## src/rtl/dtc_vote_collector_if.sv

```systemverilog
// Label-in / result-out handshake bundle for the vote collector.
// Ports: in_valid/in_ready/inp/flush (label side), out_valid/out_ready/outp/out_count/out_total (result side).
// slave = collector side, master = the driver of labels and the sink of results.
interface dtc_vote_collector_if #(
  parameter int CNT_W = 5
) ();
  logic             in_valid;
  logic             in_ready;
  logic [2:0]       inp;
  logic             flush;
  logic             out_valid;
  logic             out_ready;
  logic [2:0]       outp;
  logic [CNT_W-1:0] out_count;
  logic [CNT_W-1:0] out_total;

  modport slave (
    input  in_valid, inp, flush, out_ready,
    output in_ready, out_valid, outp, out_count, out_total
  );

  modport master (
    output in_valid, inp, flush, out_ready,
    input  in_ready, out_valid, outp, out_count, out_total
  );
endinterface

```

## src/rtl/dtc_vote_collector.sv

```systemverilog
// Accumulates a per-class histogram of 3-bit labels over WINDOW samples (or until flush)
// and reports the majority class; a result appears NUM_CLASSES+1 cycles after the last accept.
// Labels are refused while scanning or while the result waits for out_ready.
// Ports: clk, rst_n (async active-low), bus (slave modport of dtc_vote_collector_if).
module dtc_vote_collector #(
  parameter  int NUM_CLASSES = 8,
  parameter  int WINDOW      = 16,
  localparam int CNT_W       = $clog2(WINDOW + 1)
) (
  input  logic                  clk,
  input  logic                  rst_n,
  dtc_vote_collector_if.slave   bus
);

  typedef enum logic [1:0] {
    ACCUM = 2'd0,
    SCAN  = 2'd1,
    OUT   = 2'd2
  } state_t;

  state_t           r_state;
  state_t           w_state_nxt;
  logic             r_live;      // keeps in_ready low until the first clock after reset
  logic [CNT_W-1:0] r_cnt [NUM_CLASSES];
  logic [CNT_W-1:0] r_total;
  logic [2:0]       r_idx;
  logic [2:0]       r_best_cls;
  logic [CNT_W-1:0] r_best_cnt;
  logic [2:0]       r_outp;
  logic [CNT_W-1:0] r_out_count;
  logic [CNT_W-1:0] r_out_total;

  logic w_in_ready;
  logic w_out_valid;
  logic w_accept;
  logic w_close;
  logic w_last_idx;
  logic w_cand_gt;
  logic w_handshake;

  assign w_accept    = bus.in_valid & w_in_ready;
  // Window closes on the accept that fills it, or on a flush that has at least
  // one sample to report (a same-cycle accept counts as that sample).
  assign w_close     = (w_accept && (r_total == CNT_W'(WINDOW - 1))) ||
                       (bus.flush && (w_accept || (r_total != '0)));
  assign w_last_idx  = (r_idx == 3'(NUM_CLASSES - 1));
  // Strictly greater: ties keep the earlier (lower) class.
  assign w_cand_gt   = (r_cnt[r_idx] > r_best_cnt);
  assign w_handshake = w_out_valid & bus.out_ready;

  // State register
  always_ff @(posedge clk or negedge rst_n) begin
    if (!rst_n) r_state <= ACCUM;
    else        r_state <= w_state_nxt;
  end

  // Next-state logic
  always_comb begin
    w_state_nxt = r_state;
    case (r_state)
      ACCUM:   if (w_close)     w_state_nxt = SCAN;
      SCAN:    if (w_last_idx)  w_state_nxt = OUT;
      OUT:     if (w_handshake) w_state_nxt = ACCUM;
      default:                  w_state_nxt = ACCUM;
    endcase
  end

  // Output decode
  always_comb begin
    w_in_ready  = 1'b0;
    w_out_valid = 1'b0;
    case (r_state)
      ACCUM:   w_in_ready  = r_live;
      OUT:     w_out_valid = 1'b1;
      default: ;
    endcase
  end

  // Histogram, scan and result registers
  always_ff @(posedge clk or negedge rst_n) begin
    if (!rst_n) begin
      r_live      <= 1'b0;
      for (int i = 0; i < NUM_CLASSES; i++) r_cnt[i] <= '0;
      r_total     <= '0;
      r_idx       <= '0;
      r_best_cls  <= '0;
      r_best_cnt  <= '0;
      r_outp      <= '0;
      r_out_count <= '0;
      r_out_total <= '0;
    end else begin
      r_live <= 1'b1;
      case (r_state)
        ACCUM: begin
          // Scan bookkeeping is primed while accumulating so SCAN starts clean.
          r_idx      <= '0;
          r_best_cls <= '0;
          r_best_cnt <= '0;
          if (w_accept) begin
            r_cnt[bus.inp] <= r_cnt[bus.inp] + CNT_W'(1);
            r_total        <= r_total + CNT_W'(1);
          end
        end
        SCAN: begin
          if (w_cand_gt) begin
            r_best_cls <= r_idx;
            r_best_cnt <= r_cnt[r_idx];
          end
          r_idx <= r_idx + 3'd1;
          if (w_last_idx) begin
            // Fold in the final candidate directly when latching the result.
            r_outp      <= w_cand_gt ? r_idx        : r_best_cls;
            r_out_count <= w_cand_gt ? r_cnt[r_idx] : r_best_cnt;
            r_out_total <= r_total;
          end
        end
        OUT: begin
          if (w_handshake) begin
            for (int i = 0; i < NUM_CLASSES; i++) r_cnt[i] <= '0;
            r_total <= '0;
          end
        end
        default: ;
      endcase
    end
  end

  assign bus.in_ready  = w_in_ready;
  assign bus.out_valid = w_out_valid;
  assign bus.outp      = r_outp;
  assign bus.out_count = r_out_count;
  assign bus.out_total = r_out_total;

endmodule
```

## src/flat_wrapper.sv

```systemverilog
// flat-port wrapper written by rule: the top's interface ports become plain ports
module dtc_vote_collector_flat 
#(
  parameter  int NUM_CLASSES = 8,
  parameter  int WINDOW      = 16,
  localparam int CNT_W       = $clog2(WINDOW + 1)
)
  (clk, rst_n, bus_in_valid, bus_inp, bus_flush, bus_out_ready, bus_in_ready, bus_out_valid, bus_outp, bus_out_count, bus_out_total);
  dtc_vote_collector_if bus_i ();
  input  logic clk;
  input  logic rst_n;
  input wire logic [$bits(bus_i.in_valid)-1:0] bus_in_valid;
  input wire logic [$bits(bus_i.inp)-1:0] bus_inp;
  input wire logic [$bits(bus_i.flush)-1:0] bus_flush;
  input wire logic [$bits(bus_i.out_ready)-1:0] bus_out_ready;
  output wire logic [$bits(bus_i.in_ready)-1:0] bus_in_ready;
  output wire logic [$bits(bus_i.out_valid)-1:0] bus_out_valid;
  output wire logic [$bits(bus_i.outp)-1:0] bus_outp;
  output wire logic [$bits(bus_i.out_count)-1:0] bus_out_count;
  output wire logic [$bits(bus_i.out_total)-1:0] bus_out_total;
  assign bus_i.in_valid = bus_in_valid;
  assign bus_i.inp = bus_inp;
  assign bus_i.flush = bus_flush;
  assign bus_i.out_ready = bus_out_ready;
  assign bus_in_ready = bus_i.in_ready;
  assign bus_out_valid = bus_i.out_valid;
  assign bus_outp = bus_i.outp;
  assign bus_out_count = bus_i.out_count;
  assign bus_out_total = bus_i.out_total;
  dtc_vote_collector #(.NUM_CLASSES(NUM_CLASSES), .WINDOW(WINDOW)) u_core (.clk(clk), .rst_n(rst_n), .bus(bus_i));
endmodule
```

## config.mk

```make
export PLATFORM = sky130hd
export DESIGN_NAME = dtc_vote_collector_flat
export DESIGN_NICKNAME = d
export VERILOG_FILES = /design/src/rtl/dtc_vote_collector_if.sv /design/src/rtl/dtc_vote_collector.sv /design/src/flat_wrapper.sv
export SDC_FILE = /design/constraint.sdc
export NUM_CORES = 1
export LEC_CHECK = 0
export ABC_AREA = 0
export CAP_MARGIN = 20
export CORE_MARGIN = 10
export CORE_UTILIZATION = 60
export CTS_BUF_LIST = sky130_fd_sc_hd__clkbuf_8
export CTS_CLUSTER_SIZE = 24
export DETAILED_ROUTE_END_ITERATION = 7
export PLACE_DENSITY = 0.8
export SYNTH_ARGS = -nofsm -noshare
export SYNTH_HDL_FRONTEND = slang
export SYNTH_SLANG_ARGS = --single-unit
```

## constraint.sdc

```tcl
create_clock -name clk -period 4.1 [get_ports clk]
set_clock_uncertainty 0.15 [all_clocks]
set_input_delay 0.615 -clock clk [delete_from_list [all_inputs] [get_ports clk]]
set_output_delay 0.615 -clock clk [all_outputs]
set_load 0.005 [all_outputs]
```

==> flow_metrics.tcl, run 1 <==
set metrics [dict create \
    p_leak_nw 2.01 \
    worstPathCellList "mux4_2, mux2_2, ha_1, nand2_1, o21ai_0, o22ai_1, buf_4, or2_2, o211ai_1" \
    path_buf_inv 1 \
    netlist_area_um2 3900 \
    die_w_um 101 \
    path_max_fanout 15 \
    final_cell_area_um2 4360 \
    dp_cells 441 \
    hold_ws_ns 0.167 \
    synth_seq_area_share_pct 46.2 \
    worst_pin_slew_ns 1.09 \
    p_per_area_nw_per_um2 588 \
    nNetsFinal 394 \
    yosys.area.top_type "dfrtp_1" \
    synth_compound_area_share_pct 14.9 \
    max-slew-margin-rel_pct 26.5 \
    drc 0 \
    drtIter0Drc 253 \
    hold_class "input pin to asynchronous set/reset pin" \
    coreArea_um2 6350 \
    portBuffers 22 \
    r2r_start "u_core.r_idx[0]" \
    hold_viol 0 \
    ios 23 \
    setup_viol 0 \
    critPathLaunchType "flip-flop" \
    die_h_um 101 \
    ctsResizeCount 0 \
    synth-simple-area-share_pct 12.3 \
    synth_top_family_by_area "multiplexers" \
    synth_top_cell_area_share_pct 46.2 \
    layout-drive-gt1-share_pct 13.2 \
    hpwl_um 6480 \
    antenna_cells 0 \
    numCtsBuffers 9 \
    avgSynthCellArea_um2 11.0 \
    cts_max_level 3 \
    fillCellCount 464 \
    syn_nets 374 \
    synth_adder_area_share_pct 3.53 \
    synth-edff-count 0 \
    ys_top_cells_by_count "dfrtp_1, nand2_1, o21ai_0" \
    rsz0062_at_grt "false" \
    synth_area_leaders "dfrtp_1, mux4_2, mux2i_1" \
    start_util_pct 61.5 \
    vdd_drop_max_uv 556 \
    cpMaxStageDelayCell "dfrtp_1" \
    worst_skew_pair.late_latency_ns 0.35 \
    gp_congestion 0.950 \
    antenna_found_initial 0 \
    synth_ff_type "dfrtp_1" \
    status "complete, no violations" \
    cp_top_family "multiplexers" \
    final_max_slew_viol_count 0 \
    rr_endpoint "u_core.r_best_cls[2]" \
    routed_wl_um 9420 \
    crit_required_ns 4.22 \
    rr_worst_depth 9 \
    grt_pass1_vias 3002 \
    maxCapViolCount 0 \
    path_clk_slew_ns 0.08 \
    crit_type "flip-flop to flip-flop" \
    synthMuxAreaShare_pct 17.1 \
    floorplan.rows 29 \
    worst_setup_path_end_kind "flip-flop" \
    fin_cells 456 \
    area.growth.synth_to_final_pct 11.6 \
    reg2reg_slack_ns 0.60 \
    syn_inst 355 \
    ant_nets 0 \
    dr_total_vias 2996 \
    power.total_mw 2.56 \
    grt_start_max_net_pins 42 \
    viasPerCell 6.57 \
    wl_per_cell_um 20.7 \
    ys_warn_count 0 \
    dieArea_um2 10100 \
    startpoint "u_core.r_idx[0]" \
    grt_pass1_wl_um 15400 \
    cts-root-buf "clkbuf_8" \
    cts_max_path_buffers 2 \
    critical_path.max_stage_delay_ns 0.90 \
    fmax_ghz 0.286 \
    finalCriticalPeriod_ns 3.50 \
    fin_crit_sh_pct 85.4 \
    grt_usage_pct 19.3 \
    synthArstFlopShare_pct 100 \
    synth_xor_area_share_pct 1.12 \
    cts.sinks 72 \
    drt_first_pass_iters 5 \
    worstPathArrival_ns 3.62 \
    ys_seq_elements 72 \
    placed_area_um2 4180 \
    yosysMostFrequentCell "dfrtp_1" \
    yosysUniqueCellTypes 45 \
    cts_tree "done" \
    tns_ns 0 \
    grt-ovfl-total 0 \
    postCtsSetupBuffers 0 \
    holdBufCountCts 0 \
]
==> routing by layer <==
layer  global-route usage, %  wire, um
met4                    9.89       342
met5                       0         0
met3                    4.05       640
met1                    24.9      4010
met2                    29.9      4430
==> logic make-up (layout without fill, tap and decap cells) <==
group	Yosys count	in the layout
mux	43	43
simple gates	97	97
xor+xnor	5	5
flops	72	72
buf+inv	41	65
compound gates	85	85
other cells	1	1
fa+ha+maj	11	11
==> flip-flops by register name (all words and copies together), names as in the netlist <==
register,count
u_core.r_state,2
u_core.r_live,1
u_core.r_best_cls,3
u_core.r_best_cnt,5
u_core.r_cnt,40
u_core.r_idx,3
u_core.r_total,5
u_core.bus.out_count,5
u_core.bus.out_total,5
u_core.bus.outp,3
==> worst max-delay path by stage <==
stage	to	slack, ns	cells after the start
floorplan	u_core.bus.outp[1]	0.52	11
finish	u_core.r_best_cls[2]	0.60	9
detailed placement	u_core.r_cnt[14]	0.31	10
global route	u_core.r_best_cls[0]	0.39	9
CTS	u_core.r_best_cls[1]	0.61	9
global placement	u_core.r_cnt[39]	0.42	10
==> final cells by class <==
| type | instances | area (um2) | share of cell area, % |
|---|---|---|---|
| sequential | 72 | 1800 | 41.4 |
| multi-input combinational | 242 | 1910 | 43.9 |
| clock buffer | 9 | 124 | 2.84 |
| inverter | 19 | 71.3 | 1.64 |
| clock inverter | 6 | 55.1 | 1.26 |
| timing repair buffer | 31 | 295 | 6.78 |
| tap | 77 | 96.3 | 2.21 |
==> through the flow <==
step	setup WS (ns)	util, %
2_1_floorplan	0.520	-
3_3_place_gp	0.424	65.8
3_5_place_dp	0.307	65.8
4_1_cts	0.605	68.6
5_1_grt	0.386	68.6
6_report	0.598	68.6
==> placed cells by master, fill, tap and decap left out, types with 2 or more instances in the layout <==
cell             instances
mux2i_1                 18
mux4_1                   4
nor2_1                   8
nand3_1                 16
mux2_2                   8
clkbuf_8                 9
o31ai_1                  4
mux4_2                  13
nand4_1                  4
a221o_1                  4
a32o_1                   5
xor2_1                   4
o211ai_1                 3
nor3b_1                  5
a21oi_1                  7
inv_1                   22
o22ai_1                  2
dfrtp_1                 72
or2_2                    3
o21ai_0                 35
nor3_1                   5
and3_1                   8
nand2b_1                 4
a31o_2                   3
buf_4                    8
ha_1                    11
clkdlybuf4s50_1         21
nand2_1                 38
a22o_1                  16
==> worst reg2reg max path: stages, from the launching register on <==
cell and delay (ns):
dfrtp_1 0.90, mux4_2 0.62, mux2_2 0.32, ha_1 0.32, nand2_1 0.06, o21ai_0 0.22
o22ai_1 0.12, buf_4 0.20, or2_2 0.33, o211ai_1 0.19
==> power by group <==
part / leakage [nW] / internal [mW] / switching, mW
combinational: 0.934 / 0.501 / 0.452
sequential: 0.972 / 0.865 / 0.216
clock: 0.103 / 0.271 / 0.256
Power figures use the tool's default switching activity.
==> run 2, diff against run 1 <==
GPL_ROUTABILITY_DRIVEN = 0   (was not set)
==> flow_metrics.tcl, run 2 (synthesis results as in run 1) <==
set metrics [dict create \
    status "complete, no violations" \
    area.growth.synth_to_final_pct 11.8 \
    portBuffers 22 \
    coreArea_um2 6350 \
    r2r_start "u_core.r_idx[0]" \
    pre_cts_slack_ns 0.320 \
    p_leak_nw 2.00 \
    worst_setup_path_end_kind "flip-flop" \
    hold_viol 0 \
    hpwl_um 6340 \
    worstPathArrival_ns 3.49 \
    fillCellCount 459 \
    hold_ws_ns 0.106 \
    drtIter0Drc 304 \
    worstPathCellList "clkdlybuf4s50_1, mux2_2, o221a_2, inv_1, ha_1, nor3b_1, xor2_1, o21ai_0" \
    critPathLaunchType "input pin" \
    worst_pin_slew_ns 0.927 \
    cts_max_level 3 \
    tns_ns 0 \
    cts_tree "done" \
    dr_total_vias 3063 \
    die_w_um 101 \
    die_h_um 101 \
    postCtsSetupBuffers 0 \
    layout-drive-gt1-share_pct 14.2 \
    rsz0062_at_grt "false" \
    crit_type "input pin to flip-flop" \
    p_per_area_nw_per_um2 596 \
    fin_cells 457 \
    cp_top_family "buffers and inverters" \
    path_buf_inv 2 \
    cts.sinks 72 \
    grt_start_max_net_pins 46 \
    cts-root-buf "clkbuf_8" \
    path_max_fanout 17 \
    final_max_slew_viol_count 0 \
    ant_nets 0 \
    grt-ovfl-total 0 \
    worst_skew_pair.late_latency_ns 0.36 \
    cts_max_path_buffers 2 \
    ctsResizeCount 0 \
    grt_pass1_vias 2977 \
    wl_per_cell_um 20.1 \
    path_clk_slew_ns 0.09 \
    crit_required_ns 4.15 \
    hold_class "input pin to asynchronous set/reset pin" \
    dp_cells 441 \
    finalCriticalPeriod_ns 3.43 \
    post-route-util_pct 68.7 \
    most-common-layout-cells "dfrtp_1, nand2_1, o21ai_0" \
    setup_viol 0 \
    routed_wl_um 9190 \
    fin_crit_sh_pct 83.7 \
    grt_usage_pct 19.0 \
    cpMaxStageDelayCell "clkdlybuf4s50_1" \
    dieArea_um2 10100 \
    final_common_cell "dfrtp_1" \
    ios 23 \
    numCtsBuffers 9 \
    setup_slack_ns 0.668 \
    startpoint "bus_inp[1]" \
    maxCapViolCount 0 \
    nNetsFinal 394 \
    largest-register "u_core.r_cnt" \
    largest_register_ffs 40 \
    floorplan.rows 29 \
    grt_pass1_wl_um 15300 \
    drc 0 \
    drt_first_pass_iters 7 \
    vdd_drop_max_uv 549 \
    holdBufCountCts 0 \
    max-slew-margin-rel_pct 37.6 \
    fmax_ghz 0.291 \
    antenna_cells 0 \
    antenna_found_initial 0 \
    viasPerCell 6.70 \
    critical_path.max_stage_delay_ns 0.91 \
    start_util_pct 61.5 \
]
==> run 2: cell count changes in the layout (fill, tap and decap cells not counted) <==
cell,before,now
clkinvlp_4,0,2
clkinv_2,1,2
inv_1,22,19
clkinv_4,1,2
buf_4,8,9
buf_12,1,0
==> run 2: power breakdown <==
part           switching (mW)  internal, mW
combinational           0.482         0.506
clock                   0.282         0.281
sequential              0.185         0.865
total                   0.949          1.65
==> run 2: through the flow <==
stage / power, mW / cell area [um2]
global placement: 2.00 / 4170
CTS: 2.61 / 4360
finish: 2.60 / 4360
detailed placement: 2.04 / 4170
floorplan: 1.70 / 3900
global route: 2.77 / 4360
==> run 2: path summary, 6_finish.rpt <==
path | to | slack [ns] | depth (start not counted)
setup / recovery | u_core.r_cnt[39] | 0.67 | 8
hold / removal | u_core.bus.out_total[4] | 0.11 | 1
setup reg to reg | u_core.r_best_cls[2] | 0.90 | 10
hold reg to reg | u_core.bus.out_count[3] | 0.33 | 2
max in group asynchronous | u_core.r_cnt[20] | 2.69 | 2
min in group clk | u_core.bus.out_count[3] | 0.33 | 2
==> run 2: layout make-up <==
cell class	count	area [um2]	area share, %
repair buffers	31	283	6.48
clock buffers	9	124	2.84
well taps	77	96.3	2.21
multi-input cells	242	1910	43.9
clock inverters	7	72.6	1.66
flip-flops and latches	72	1800	41.3
inverters	19	71.3	1.64
==> run 2: worst reg2reg max path, stage by stage (launching register included) <==
cell and delay [ns]:
dfrtp_1 0.38, buf_4 0.28, mux4_2 0.56, mux2_2 0.32, ha_1 0.33, nand2_1 0.05, o21ai_0 0.23, o22ai_1 0.12
buf_4 0.20, or2_2 0.33, o211ai_1 0.19
==> run 2: routing by layer <==
metal	track usage, %	part of all wire, %
met5	0	0
met4	7.83	1.6
met3	4.66	8.9
met2	29.3	48
met1	25.1	41
==> run 3, diff against run 2 <==
CORE_UTILIZATION = 56   (was 60)
PLACE_DENSITY = 0.79   (was 0.8)
clock period = 3.05 ns   (was 4.1 ns; I/O delays follow)
==> flow_metrics.tcl, run 3 (synthesis results as in run 1) <==
set metrics [dict create \
    antenna_cells 0 \
    area.growth.synth_to_final_pct 21.2 \
    multi_input_comb_area_um2 1980 \
    die_w_um 103 \
    hold_class "flip-flop to flip-flop" \
    layout-drive-gt1-share_pct 21.2 \
    crit_required_ns 3.14 \
    cts-root-buf "clkbuf_8" \
    hpwl_um 6570 \
    coreArea_um2 6790 \
    max-slew-margin-rel_pct 52.8 \
    worstPathCellList "buf_12, mux4_2, mux2_2, ha_4, nand4_1, nor2_2, o22ai_2, buf_12, and3_1, a221o_1" \
    portBuffers 22 \
    drtIter0Drc 243 \
    numCtsBuffers 9 \
    grt-ovfl-total 0 \
    maxCapViolCount 0 \
    final_max_slew_viol_count 0 \
    placed_area_um2 4410 \
    cts_tree "done" \
    antenna_found_initial 0 \
    grt_usage_pct 18.5 \
    startpoint "u_core.r_idx[0]" \
    path_max_fanout 19 \
    min-delay-start "u_core.bus.out_count[3]" \
    fin_crit_sh_pct 100 \
    hold_viol 0 \
    grt_start_max_net_pins 48 \
    wl_per_cell_um 19.4 \
    grt_pass1_vias 2996 \
    cts.sinks 72 \
    worst_setup_path_end_kind "flip-flop" \
    largest-register "u_core.r_cnt" \
    cts_max_level 3 \
    power.total_mw 3.80 \
    pre_cts_slack_ns -0.0801 \
    tns_ns 0 \
    dieArea_um2 10700 \
    rr_worst_depth 10 \
    r2r_start "u_core.r_idx[0]" \
    fillCellCount 469 \
    vdd_drop_max_uv 519 \
    floorplan.rows 30 \
    worstPathArrival_ns 3.14 \
    dp_cells 480 \
    start_util_pct 57.4 \
    drt_first_pass_iters 6 \
    finalCriticalPeriod_ns 3.05 \
    final_cell_area_um2 4730 \
    cts_max_path_buffers 2 \
    crit_type "flip-flop to flip-flop" \
    reg2reg_slack_ns 0.001 \
    worst_pin_slew_ns 0.708 \
    fmax_ghz 0.328 \
    final_common_cell "dfrtp_1" \
    path_clk_slew_ns 0.08 \
    cpMaxStageDelayCell "mux4_2" \
    fin_cells 502 \
    worst_skew_pair.late_latency_ns 0.36 \
    ios 23 \
    nNetsFinal 420 \
    grt_pass1_wl_um 15200 \
    ant_nets 0 \
    routed_wl_um 9760 \
    critPathLaunchType "flip-flop" \
    rr_endpoint "u_core.r_best_cnt[2]" \
    critical_path.max_stage_delay_ns 0.50 \
    dr_total_vias 3130 \
    die_h_um 103 \
    viasPerCell 6.24 \
    setup_viol 0 \
    most-common-layout-cells "dfrtp_1, nand2_1, o21ai_0" \
    p_per_area_nw_per_um2 803 \
    setup_slack_ns 0.00139 \
    status "complete, no violations" \
    p_leak_nw 2.17 \
    crit_end "u_core.r_best_cnt[2]" \
    seq_area_um2 1800 \
    largest_register_ffs 40 \
    cp_common_cell "buf_12" \
    drc 0 \
]
==> run 3: changes by cell type in the layout (fill, tap and decap cells not counted), sizes merged <==
cell	delta
clkinv	-1
inv	+1
buf	+24
dlygate4sd3	+1
clkinvlp	-1
clkbuf	+2
==> run 3: what timing repair did <==
item / CTS / global route
hold buffers: 1 / 0
gates cloned: 0 / 1
endpoints found under the setup margin: 3 / 7
buffers inserted: 0 / 4
endpoints found under the hold margin: 25 / 0
resized for setup: 2 / 10
pin swaps: 0 / 3
==> run 3: through the flow <==
| step | utilization, % | hold slack [ns] |
|---|---|---|
| 6_report | 69.6 | 0.328 |
| 5_1_grt | 69.6 | 0.348 |
| 4_1_cts | 68.0 | 0.336 |
| 3_5_place_dp | 64.9 | 0.319 |
| 3_3_place_gp | 64.9 | 0.313 |
| 2_1_floorplan | - | 0.0119 |
==> run 3: area by class of cell <==
cell class	count	area share (%)
Multi-Input combinational cell	242	41.8
Sequential cell	72	38.1
Timing Repair Buffer	57	11.8
Clock buffer	10	2.91
Tap cell	96	2.54
Inverter	19	1.51
Clock inverter	6	1.27
==> run 3: per-layer routing <==
layer / wire length, um / track usage, %
met2: 4740 / 29.3
met1: 4080 / 24.3
met4: 235 / 7.91
met5: 0 / 0
met3: 697 / 3.32
==> run 3: worst min-delay path by stage <==
stage | end | depth (start not counted)
5_1_grt | u_core.bus.out_count[3] | 2
3_3_place_gp | u_core.bus.out_total[4] | 2
2_1_floorplan | u_core.bus.out_count[0] | 0
6_report | u_core.bus.out_count[3] | 2
4_1_cts | u_core.bus.out_count[4] | 2
3_5_place_dp | u_core.bus.out_count[4] | 2
==> run 3: critical path: cells and delay by family (launching register included) <==
kind / cells / cell delay (ns)
mux: 2 / 0.83
simple gates: 3 / 0.52
flops: 1 / 0.42
compound gates: 2 / 0.39
buf+inv: 2 / 0.32
fa+ha+maj: 1 / 0.29
==> run 3: report_power, final <==
part / switching (mW) / leakage, nW / total, mW / internal [mW]
clock: 0.364 / 0.103 / 0.760 / 0.395
sequential: 0.240 / 0.970 / 1.41 / 1.17
combinational: 0.747 / 1.10 / 1.63 / 0.888
